==> config.mk <==
export PLATFORM = sky130hd
export DESIGN_NAME = adder_operand_issuer
export DESIGN_NICKNAME = d
export VERILOG_FILES = /design/src/rtl/adder_operand_issuer.sv
export SDC_FILE = /design/constraint.sdc
export NUM_CORES = 1
export LEC_CHECK = 0
export CAP_MARGIN = 0
export CORE_MARGIN = 2
export CORE_UTILIZATION = 30
export CTS_BUF_LIST = sky130_fd_sc_hd__clkbuf_8 sky130_fd_sc_hd__clkbuf_16
export DETAILED_ROUTE_END_ITERATION = 12
export HOLD_SLACK_MARGIN = 0.03
export REMOVE_ABC_BUFFERS = 1
export SLEW_MARGIN = 15
export SYNTH_ARGS = -nofsm -noshare
export SYNTH_HDL_FRONTEND = slang
export SYNTH_SLANG_ARGS = --single-unit
==> constraint.sdc <==
create_clock -name clk -period 5.1 [get_ports clk]
set_input_delay 1.02 -clock clk [delete_from_list [all_inputs] [get_ports clk]]
set_output_delay 1.02 -clock clk [all_outputs]
set_load 0.02 [all_outputs]
==> src/rtl/adder_operand_issuer.sv <==
// adder_operand_issuer
//
// Feeds the registered WIDTH-bit adder stage. Operand pairs arrive on a
// valid/ready interface and are buffered in a DEPTH-entry FIFO. At most one
// pair per cycle is issued onto the registered a_out/b_out outputs, which
// drive the adder's a/b inputs directly. res_valid is issue_valid delayed by
// ADDER_LAT cycles, so it is high exactly when the adder's sum c belongs to a
// freshly issued pair.
//
// Ports:
//   clk, rst          rising-edge clock, synchronous active-high reset
//   in_valid/in_ready producer handshake; in_ready = !full
//   in_a, in_b        operand pair from the producer
//   issue_en          permission to issue the head pair this cycle
//   a_out, b_out      registered operands to the adder (hold when not issuing)
//   issue_valid       a_out/b_out carry a newly issued pair this cycle
//   res_valid         the adder's c carries the sum of an issued pair
//   count/full/empty  FIFO occupancy status
module adder_operand_issuer #(
  parameter int WIDTH     = 4,
  parameter int DEPTH     = 4,
  parameter int ADDER_LAT = 1
) (
  input  logic                     clk,
  input  logic                     rst,
  input  logic                     in_valid,
  output logic                     in_ready,
  input  logic [WIDTH-1:0]         in_a,
  input  logic [WIDTH-1:0]         in_b,
  input  logic                     issue_en,
  output logic [WIDTH-1:0]         a_out,
  output logic [WIDTH-1:0]         b_out,
  output logic                     issue_valid,
  output logic                     res_valid,
  output logic [$clog2(DEPTH):0]   count,
  output logic                     full,
  output logic                     empty
);

  localparam int AW = $clog2(DEPTH);
  localparam int CW = AW + 1;
  localparam logic [CW-1:0] DEPTH_C = CW'(DEPTH);

  logic [2*WIDTH-1:0] mem [DEPTH];
  logic [AW-1:0]      wr_ptr;
  logic [AW-1:0]      rd_ptr;
  logic [2*WIDTH-1:0] head;
  logic               push;
  logic               pop;
  logic [ADDER_LAT-1:0] res_pipe;

  assign full     = (count == DEPTH_C);
  assign empty    = (count == '0);
  assign in_ready = !full;

  // Pop only looks at the registered count, so a pair written this cycle is
  // never issued in the same cycle (no fall-through), and a full FIFO refuses
  // a push even when it also pops (no bypass).
  assign push = in_valid && in_ready;
  assign pop  = issue_en && !empty;
  assign head = mem[rd_ptr];

  // NOTE: the storage array has no reset; entries are only read after being
  // written, and leaving it unreset lets it map onto plain RAM/flops without
  // a reset tree.
  always_ff @(posedge clk) begin
    if (push) mem[wr_ptr] <= {in_a, in_b};
  end

  // NOTE: all state uses non-blocking assignments so every register samples
  // the pre-edge values of the others, regardless of statement order.
  always_ff @(posedge clk) begin
    if (rst) begin
      wr_ptr <= '0;
      rd_ptr <= '0;
      count  <= '0;
    end else begin
      // Pointers are AW bits wide and DEPTH is a power of two, so they wrap
      // modulo DEPTH on their own.
      if (push) wr_ptr <= wr_ptr + 1'b1;
      if (pop)  rd_ptr <= rd_ptr + 1'b1;
      case ({push, pop})
        2'b10:   count <= count + 1'b1;
        2'b01:   count <= count - 1'b1;
        default: count <= count;
      endcase
    end
  end

  // Issue register: operands hold their last value when nothing is issued,
  // so the adder keeps recomputing the old sum; res_valid masks it.
  always_ff @(posedge clk) begin
    if (rst) begin
      a_out       <= '0;
      b_out       <= '0;
      issue_valid <= 1'b0;
    end else begin
      issue_valid <= pop;
      if (pop) begin
        a_out <= head[2*WIDTH-1:WIDTH];
        b_out <= head[WIDTH-1:0];
      end
    end
  end

  // Delay line matching the adder's latency; cleared on reset so results of
  // pairs in flight at reset time are never flagged.
  always_ff @(posedge clk) begin
    if (rst) begin
      res_pipe <= '0;
    end else begin
      res_pipe[0] <= issue_valid;
      for (int i = 1; i < ADDER_LAT; i++) res_pipe[i] <= res_pipe[i-1];
    end
  end

  assign res_valid = res_pipe[ADDER_LAT-1];

endmodule

# Word level (Yosys, flattened, before mapping)
# Memories as Yosys holds them, arrays and structs flattened. A register that Yosys moved wholly into a read port is not among the register bits.
# Cells that the tools add are included.
# totals
out_inout_bits,16
memories,1
elab_cells,22
ramBits,32
ff_bits,9
# mem_list
name,depth,word_bits,read_ports,rd_clocked_by_memory_dff,wr,line_no,rtl
mem,4,8,1,1,1,44,logic [2*WIDTH-1:0] mem [DEPTH];
# op_classes
add_sub_neg,4
mux,3
reduce_logical,6
eq_ne,3
# op_table
op,count
3-bit one-hot mux with 2 select lines,1
2-bit by 1-bit adder with 2-bit output (second input constant),2
3-bit by 1-bit adder with 3-bit output (second input constant),1
3-bit == test (second input constant),1
3-bit logical NOT,1
3-bit by 1-bit subtractor with 3-bit output (second input constant),1
2-bit by 1-bit == test with 1-bit output (second input constant),1
2-bit == test (second input constant),1
1-bit logical AND,2
1-bit logical NOT,2
1-bit 2-to-1 mux,2
2-bit nonzero test,1

# Depth between registers and ports, before layout
# Gate-level depths: netlist of run 1.
# depth
word_depth,5
depth_mapped,9
ltp_nobuf,8

# Worst setup path before layout of run 1
# Ideal clock, no wire load.
# synth_timing
kind,input -> register
from,input issue_en
to,register count[2]
setup_time_ns,0.070
t_arrival_ns,2.515
path_slack_ns,2.515
required_time_ns,5.030
cell_stages,8
path_cell_list,o31ai_1 > inv_2 > ha_1 > inv_1 > fa_1 > xor2_1 > or3_2 > a21oi_1
# synth_between
elab_chain_len,3
word_cells_on_any_way,5
# synth_lines
item,line_no,rtl
"start, declared",30,"input logic issue_en,"
1-bit logical AND *,60,assign pop = issue_en && !empty;
net pop,49,logic pop;
2-bit by 1-bit == test with 1-bit output or 2-bit == test (tied branches),82,"case ({push, pop})"
3-bit one-hot mux with 2 select lines or 2-bit nonzero test (tied branches),--,
"end signal, assigned",83,2'b10: count <= count + 1'b1;
"end signal, assigned",84,2'b01: count <= count - 1'b1;
"end signal, assigned",85,default: count <= count;
"end, declared",35,"output logic [$clog2(DEPTH):0] count,"
# The timed path passes the listed nets; every way through them passes the cells marked *.
# A chain may end at the register's enable or synchronous reset.

# Final worst setup path of run 1
# Ends and elaborated chain as after synthesis.

==> run summary, run 1 <==
Run status -> completed
Post-CTS Setup Repair Bufs -> 0
Total DRC errors in the routed layout -> 0
Aggregate global routing overflow -> 0
Standard-cell rows -> 29
Antenna violations before repair -> 0
Max-cap viol count -> 0
Setup Total Neg Slack -> 0 ns
Number of violations reported at the end of detailed-routing iteration 0 -> 79
Worst min path class -> register to register
Start point of the worst hold path -> b_out[2]$_SDFFE_PP0P_
Cells taking the most area after synthesis -> sky130_fd_sc_hd__edfxtp_1 (50%), sky130_fd_sc_hd__dfxtp_1 (18%), sky130_fd_sc_hd__mux4_2 (9.4%), sky130_fd_sc_hd__nand2_1 (3.3%), sky130_fd_sc_hd__ha_1 (3.3%)
Core box area -> 0.006277 mm²
Remaining number of nets flagged by the antenna check after routing -> 0
Largest clock skew in the final design -> 0.007601 ns
Req. time, crit path -> 5.32 ns
Initial cell density of the core -> 30.62%
Post-Place Cell Area -> 0.002253 mm²
Detailed-route via count -> 1,071
CP Data Arrival Time -> 3.23 ns
Number of nets in the finished design -> 178
Post-synthesis cell count -> 132
Clk Latency, worst-skew pair -> 0.30 ns
Number of buffer and inverter stages on the critical path -> 4
Number of pins with negative max-slew slack in the final report -> 0
Number of ports placed on the die boundary -> 28
Final weighted congestion in routability-driven placement -> 0.6983
Post-CTS Resized -> 0
Routed length per instance -> 13.66 µm
Sink count of the clock tree -> 49
Reg clk slew, reported paths -> 0.09 ns
Fill cells -> 625
Commonest non-fill, non-tap cells in the layout -> sky130_fd_sc_hd__edfxtp_1 (32), sky130_fd_sc_hd__clkdlybuf4s50_1 (27), sky130_fd_sc_hd__nand2_1 (17), sky130_fd_sc_hd__dfxtp_1 (17), sky130_fd_sc_hd__a21oi_1 (12)
Sequential cell area fraction in the yosys report -> 67.71%
Hold Vio Cnt, Final -> 0
Maximum vdd ir drop -> 181.5 µV
Capturing element type of the critical path -> register
Final WL -> 3.250 mm
Hold path cells -> 2
Total leakage power -> 0.7913 nW
PD cells -> 475.2 mW/mm²
Count of H-tree levels built during CTS -> 2
Critical-path cell with the highest stage delay -> sky130_fd_sc_hd__clkdlybuf4s50_1
Final Cycle Share -> 59.07%
Design Area, Final -> 0.002347 mm²
Worst slew margin relative to its limit -> 55.22%
Maximum number of pins on one net before global-route repair -> 18
Layout cells sized above 1 -> 15.53%
Layout overhead on the synthesized area -> 22.14%
Via-to-Cell Ratio -> 4.500
Most frequent standard cell in the layout excluding fill and tap cells -> sky130_fd_sc_hd__edfxtp_1
Root Buffer Master -> sky130_fd_sc_hd__clkbuf_8
Worst setup path startpoint -> issue_en
Depth of the worst register-to-register path -> 8
DRT Pass-1 Iters -> 3
CTS tree -> yes
Number of distinct standard cells referenced by the synthesized netlist -> 29
Count of antenna diodes in the layout -> 0
Die extent in x -> 84.04 µm
Post-Syn Area -> 0.001922 mm²
Min cycle time layout -> 3.013 ns
Via count of the first global-routing pass -> 1,054
Die H -> 84.04 µm
Share of the synthesized area in the top cell type -> 50.00%
Count of hold-fix buffers inserted at cts -> 0
Overall track demand over capacity in global routing -> 9.767%
Wire length of the first global-routing pass -> 5.264 mm
Buffer levels on the longest clock path -> 2
Max Clock Freq -> 331.9 MHz
Worst hold margin -> 0.4649 ns
Category of the worst setup path launch point -> input pin
Total of buffers placed on input and output ports -> 27
Final setup violation count -> 0
Chain of cells forming the critical path -> clkdlybuf4s50_1 -> o31ai_1 -> buf_4 -> inv_2 -> ha_1 -> inv_1 -> fa_1 -> xor2_1 -> or3_2 -> a21oi_1
Critical path fanouts, max -> 12
Top Family by Delay on Critical Path -> buffers and inverters
Setup repair after global routing missed its margin -> false
Die Area -> 0.007063 mm²
CTS Buf Count -> 5
Library cell with the largest summed area after synthesis -> sky130_fd_sc_hd__edfxtp_1
Sum of net half-perimeters after detailed placement -> 2.221 mm
Pin slew with the least headroom to its limit -> 0.6696 ns
Count of state elements after synthesis -> 49
Yosys warnings -> 0
Delay of the slowest cell on the worst path -> 0.45 ns
Classification of the worst setup path -> input pin to register
R2R Path Start -> count[2]$_SDFFE_PP0P_
Post-Syn Area per Cell -> 14.56 µm²
Logic depth of the worst setup path including buffers -> 10
==> cells by family after synthesis <==
family,Yosys count,share of synthesized area (%)
and+or+nand+nor,33,8.139
adders and majority gates,6,4.297
buffers and inverters,15,3.776
AOI/OAI and AO/OA,18,5.339
muxes,8,9.375
xor gates and xnor gates,3,1.367
DFF,49,67.71
==> registers in the layout, summed over array words and instances (netlist names) <==
register and cells:
rd_ptr 2, b_out 4, mem 32, a_out 4, count 3, res_valid 1
wr_ptr 2, issue_valid 1
==> routing by layer <==
metal  routed length (µm)  vias up  GRT usage, %  part of all wire [%]
met4                   42        0         3.079                   1.3
met5                    0        -             0                     0
met1                 1492      519         12.82                    46
met3                  101        5         3.066                   3.1
li1                     -      532             -                     -
met2                 1613       15         15.44                    50
==> cell type report <==
cell class	instances	area, µm²	area share [%]
Clock buffer	5	68.82	2.932
Timing Repair Buffer	28	277.8	11.83
Tap cell	77	96.34	4.104
Inverter	8	30.03	1.279
Sequential cell	49	1301	55.44
Multi-Input combinational cell	68	548.0	23.35
Clock inverter	3	25.02	1.066
==> through the flow <==
| stage | util [%] | total power, mW | std cells | setup WS (ns) |
|---|---|---|---|---|
| 6_report | 37.39 | 1.115 | 238 | 2.087 |
| 2_1_floorplan | - | 0.7530 | 125 | 2.356 |
| 3_3_place_gp | 35.90 | 0.8982 | 230 | 1.823 |
| 5_1_grt | 37.39 | 1.185 | 238 | 1.966 |
| 4_1_cts | 37.39 | 1.132 | 238 | 2.092 |
| 3_5_place_dp | 35.90 | 0.9029 | 230 | 1.791 |
==> final timing paths <==
check,end,slack [ns]
max,count[2]$_SDFFE_PP0P_,2.09
min,b_out[2]$_SDFFE_PP0P_,0.46
max reg2reg,count[2]$_SDFFE_PP0P_,2.64
min reg2reg,b_out[2]$_SDFFE_PP0P_,0.46
==> where the power goes <==
part | leakage [nW] | switching [mW] | internal (mW) | total (mW)
clock network | 0.0447 | 0.130 | 0.0990 | 0.229
registers | 0.433 | 0.0557 | 0.482 | 0.537
logic | 0.314 | 0.174 | 0.175 | 0.349
total | 0.791 | 0.359 | 0.756 | 1.12
==> worst reg2reg max path, cell delays in order (launching register included) <==
cell and delay, ns:
sky130_fd_sc_hd__dfxtp_1 0.42, sky130_fd_sc_hd__or3b_1 0.52, sky130_fd_sc_hd__nand2_1 0.13, sky130_fd_sc_hd__ha_1 0.18, sky130_fd_sc_hd__inv_1 0.06, sky130_fd_sc_hd__fa_1 0.37
sky130_fd_sc_hd__xor2_1 0.16, sky130_fd_sc_hd__or3_2 0.40, sky130_fd_sc_hd__a21oi_1 0.15
==> Yosys cell counts, drive strengths merged <==
| cell | number |
|---|---|
| and3 | 4 |
| nor2b | 1 |
| clkbuf | 2 |
| or3b | 1 |
| nand2 | 17 |
| nor2 | 5 |
| nor3 | 1 |
| nand3 | 2 |
| buf | 5 |
| a21oi | 13 |
| inv | 8 |
| ha | 5 |
| fa | 1 |
| o31ai | 1 |
| mux4 | 8 |
| or3 | 2 |
| edfxtp | 32 |
| o21ai | 2 |
| a21o | 2 |
| xnor2 | 1 |
| dfxtp | 17 |
| xor2 | 2 |
Power figures use the tool's default switching activity.
==> run 2: changes to the inputs <==
==> constraint.sdc (replaced) <==
create_clock -name clk -period 2.7 [get_ports clk]
set_input_delay 0.54 -clock clk [delete_from_list [all_inputs] [get_ports clk]]
set_output_delay 0.54 -clock clk [all_outputs]
set_load 0.02 [all_outputs]
==> run summary, run 2 (same netlist as run 1, synthesis figures left out) <==
Registers with the highest flip-flop counts -> mem (32), a_out (4), b_out (4)
Die extent in x -> 84.04 µm
Power share of the clock group -> 19.3%
Setup repair after global routing missed its margin -> false
CP Data Arrival Time -> 1.90 ns
Wire length of the first global-routing pass -> 5.244 mm
Pin slew with the least headroom to its limit -> 0.7124 ns
Number of pins with negative max-slew slack in the final report -> 0
Antenna violations before repair -> 0
Total leakage power -> 0.8099 nW
Final setup violation count -> 0
Min cycle time layout -> 2.443 ns
Switching Share -> 31.58%
Setup Total Neg Slack -> 0 ns
Count of antenna diodes in the layout -> 0
DRT Pass-1 Iters -> 4
Final WL -> 3.280 mm
PD cells -> 886.8 mW/mm²
Count of H-tree levels built during CTS -> 2
Number of violations reported at the end of detailed-routing iteration 0 -> 124
Via count of the first global-routing pass -> 1,040
Area of the multi-input gates -> 548.0 µm²
Fill cells -> 628
CTS Buf Count -> 5
Layout cells sized above 1 -> 16.46%
Via-to-Cell Ratio -> 4.494
Sw power -> 0.6605 mW
Largest clock skew in the final design -> 0.001475 ns
CTS tree -> yes
Die H -> 84.04 µm
Layout overhead on the synthesized area -> 22.72%
Total DRC errors in the routed layout -> 0
Reg clk slew, reported paths -> 0.08 ns
Worst slew margin relative to its limit -> 52.36%
Buffer levels on the longest clock path -> 2
Core box area -> 0.006277 mm²
Post-CTS Setup Repair Bufs -> 0
Count of hold-fix buffers inserted at cts -> 0
Register Area -> 0.001301 mm²
Aggregate global routing overflow -> 0
Number of standard cells in the final layout excluding fillers -> 241
Run status -> completed
Total of buffers placed on input and output ports -> 27
Number of ports placed on the die boundary -> 28
Max-cap viol count -> 0
Number of nets in the finished design -> 181
Maximum vdd ir drop -> 279.5 µV
Final weighted congestion in routability-driven placement -> 0.7101
Maximum number of pins on one net before global-route repair -> 18
Initial cell density of the core -> 30.62%
Final Cycle Share -> 90.48%
Die Area -> 0.007063 mm²
Standard-cell rows -> 29
Internal power -> 1.431 mW
Detailed-route via count -> 1,083
Critical path fanouts, max -> 10
Post-CTS Resized -> 0
Most frequent standard cell in the layout excluding fill and tap cells -> sky130_fd_sc_hd__edfxtp_1
Post-placement cell count -> 233
Number of flip-flops under the largest register name -> 32
Capturing element type of the critical path -> output port
Hold Vio Cnt, Final -> 0
Max Clock Freq -> 409.3 MHz
Category of the worst setup path launch point -> register
Routed length per instance -> 13.61 µm
Share of total power in combinational logic -> 32.4%
Worst min path class -> register to register
Overall track demand over capacity in global routing -> 9.920%
Sink count of the clock tree -> 49
Commonest non-fill, non-tap cells in the layout -> sky130_fd_sc_hd__edfxtp_1 (32), sky130_fd_sc_hd__clkdlybuf4s50_1 (27), sky130_fd_sc_hd__nand2_1 (17), sky130_fd_sc_hd__dfxtp_1 (17), sky130_fd_sc_hd__a21oi_1 (12)
Classification of the worst setup path -> register to output port
Remaining number of nets flagged by the antenna check after routing -> 0
Largest register by flop count -> mem
Delay of the slowest cell on the worst path -> 0.59 ns
Sum of net half-perimeters after detailed placement -> 2.246 mm
Req. time, crit path -> 2.16 ns
Clk Latency, worst-skew pair -> 0.30 ns
Root Buffer Master -> sky130_fd_sc_hd__clkbuf_8
Critical-path cell with the highest stage delay -> sky130_fd_sc_hd__clkdlybuf4s50_1
Sequential cell fraction of total power -> 48.3%
Chain of cells forming the critical path -> or3b_1 -> buf_4 -> inv_1 -> clkdlybuf4s50_1
## run 2: path summary, 6_finish.rpt
path | cells past startpoint | start | slack [ns] | endpoint
worst max register to register | 8 | count[2]$_SDFFE_PP0P_ | 0.43 | count[2]$_SDFFE_PP0P_
worst max-delay path | 4 | count[2]$_SDFFE_PP0P_ | 0.26 | full
worst min register to register | 2 | b_out[3]$_SDFFE_PP0P_ | 0.46 | b_out[3]$_SDFFE_PP0P_
worst min-delay path | 2 | b_out[3]$_SDFFE_PP0P_ | 0.46 | b_out[3]$_SDFFE_PP0P_
## run 2: routing by layer
metal | GRT usage, % | part of all wire [%]
met1 | 11.04 | 42
met2 | 17.53 | 53
met3 | 3.363 | 3.8
met4 | 3.519 | 1.3
met5 | 0 | 0
## run 2: layout make-up
type / count / area share [%]
flip-flops and latches: 49 / 55.17
multi-input cells: 68 / 23.24
repair buffers: 31 / 12.73
well taps: 77 / 4.085
clock buffers: 5 / 2.918
inverters: 8 / 1.273
clock inverters: 3 / 0.5836
## run 2: power by group through the flow
stage / Clock, mW / Combinational [mW] / Sequential, mW
2_1_floorplan: 0 / 0.347 / 1.07
3_3_place_gp: 0 / 0.679 / 1.03
3_5_place_dp: 0 / 0.692 / 1.03
4_1_cts: 0.416 / 0.695 / 1.02
5_1_grt: 0.441 / 0.736 / 1.03
6_report: 0.403 / 0.678 / 1.01
## run 2: worst max-delay path, delay by kind of cell, from the launching register on
kind | cells | cell delay (ns)
buffers and inverters | 3 | 0.82
flip-flops | 1 | 0.40
AND/OR/NAND/NOR | 1 | 0.39
## run 2: through the flow
| stage | cell area [µm²] | hold WS (ns) | setup WS (ns) | util, % | power [mW] |
|---|---|---|---|---|---|
| finish | 2359 | 0.4560 | 0.2570 | 37.57 | 2.092 |
| global route | 2359 | 0.4755 | 0.1675 | 37.57 | 2.209 |
| CTS | 2359 | 0.4619 | 0.2438 | 37.57 | 2.126 |
| detailed placement | 2276 | 0.4501 | 0.1318 | 36.26 | 1.725 |
| global placement | 2276 | 0.4456 | 0.1795 | 36.26 | 1.708 |
| floorplan | 1879 | 0.5284 | 0.1294 | - | 1.422 |
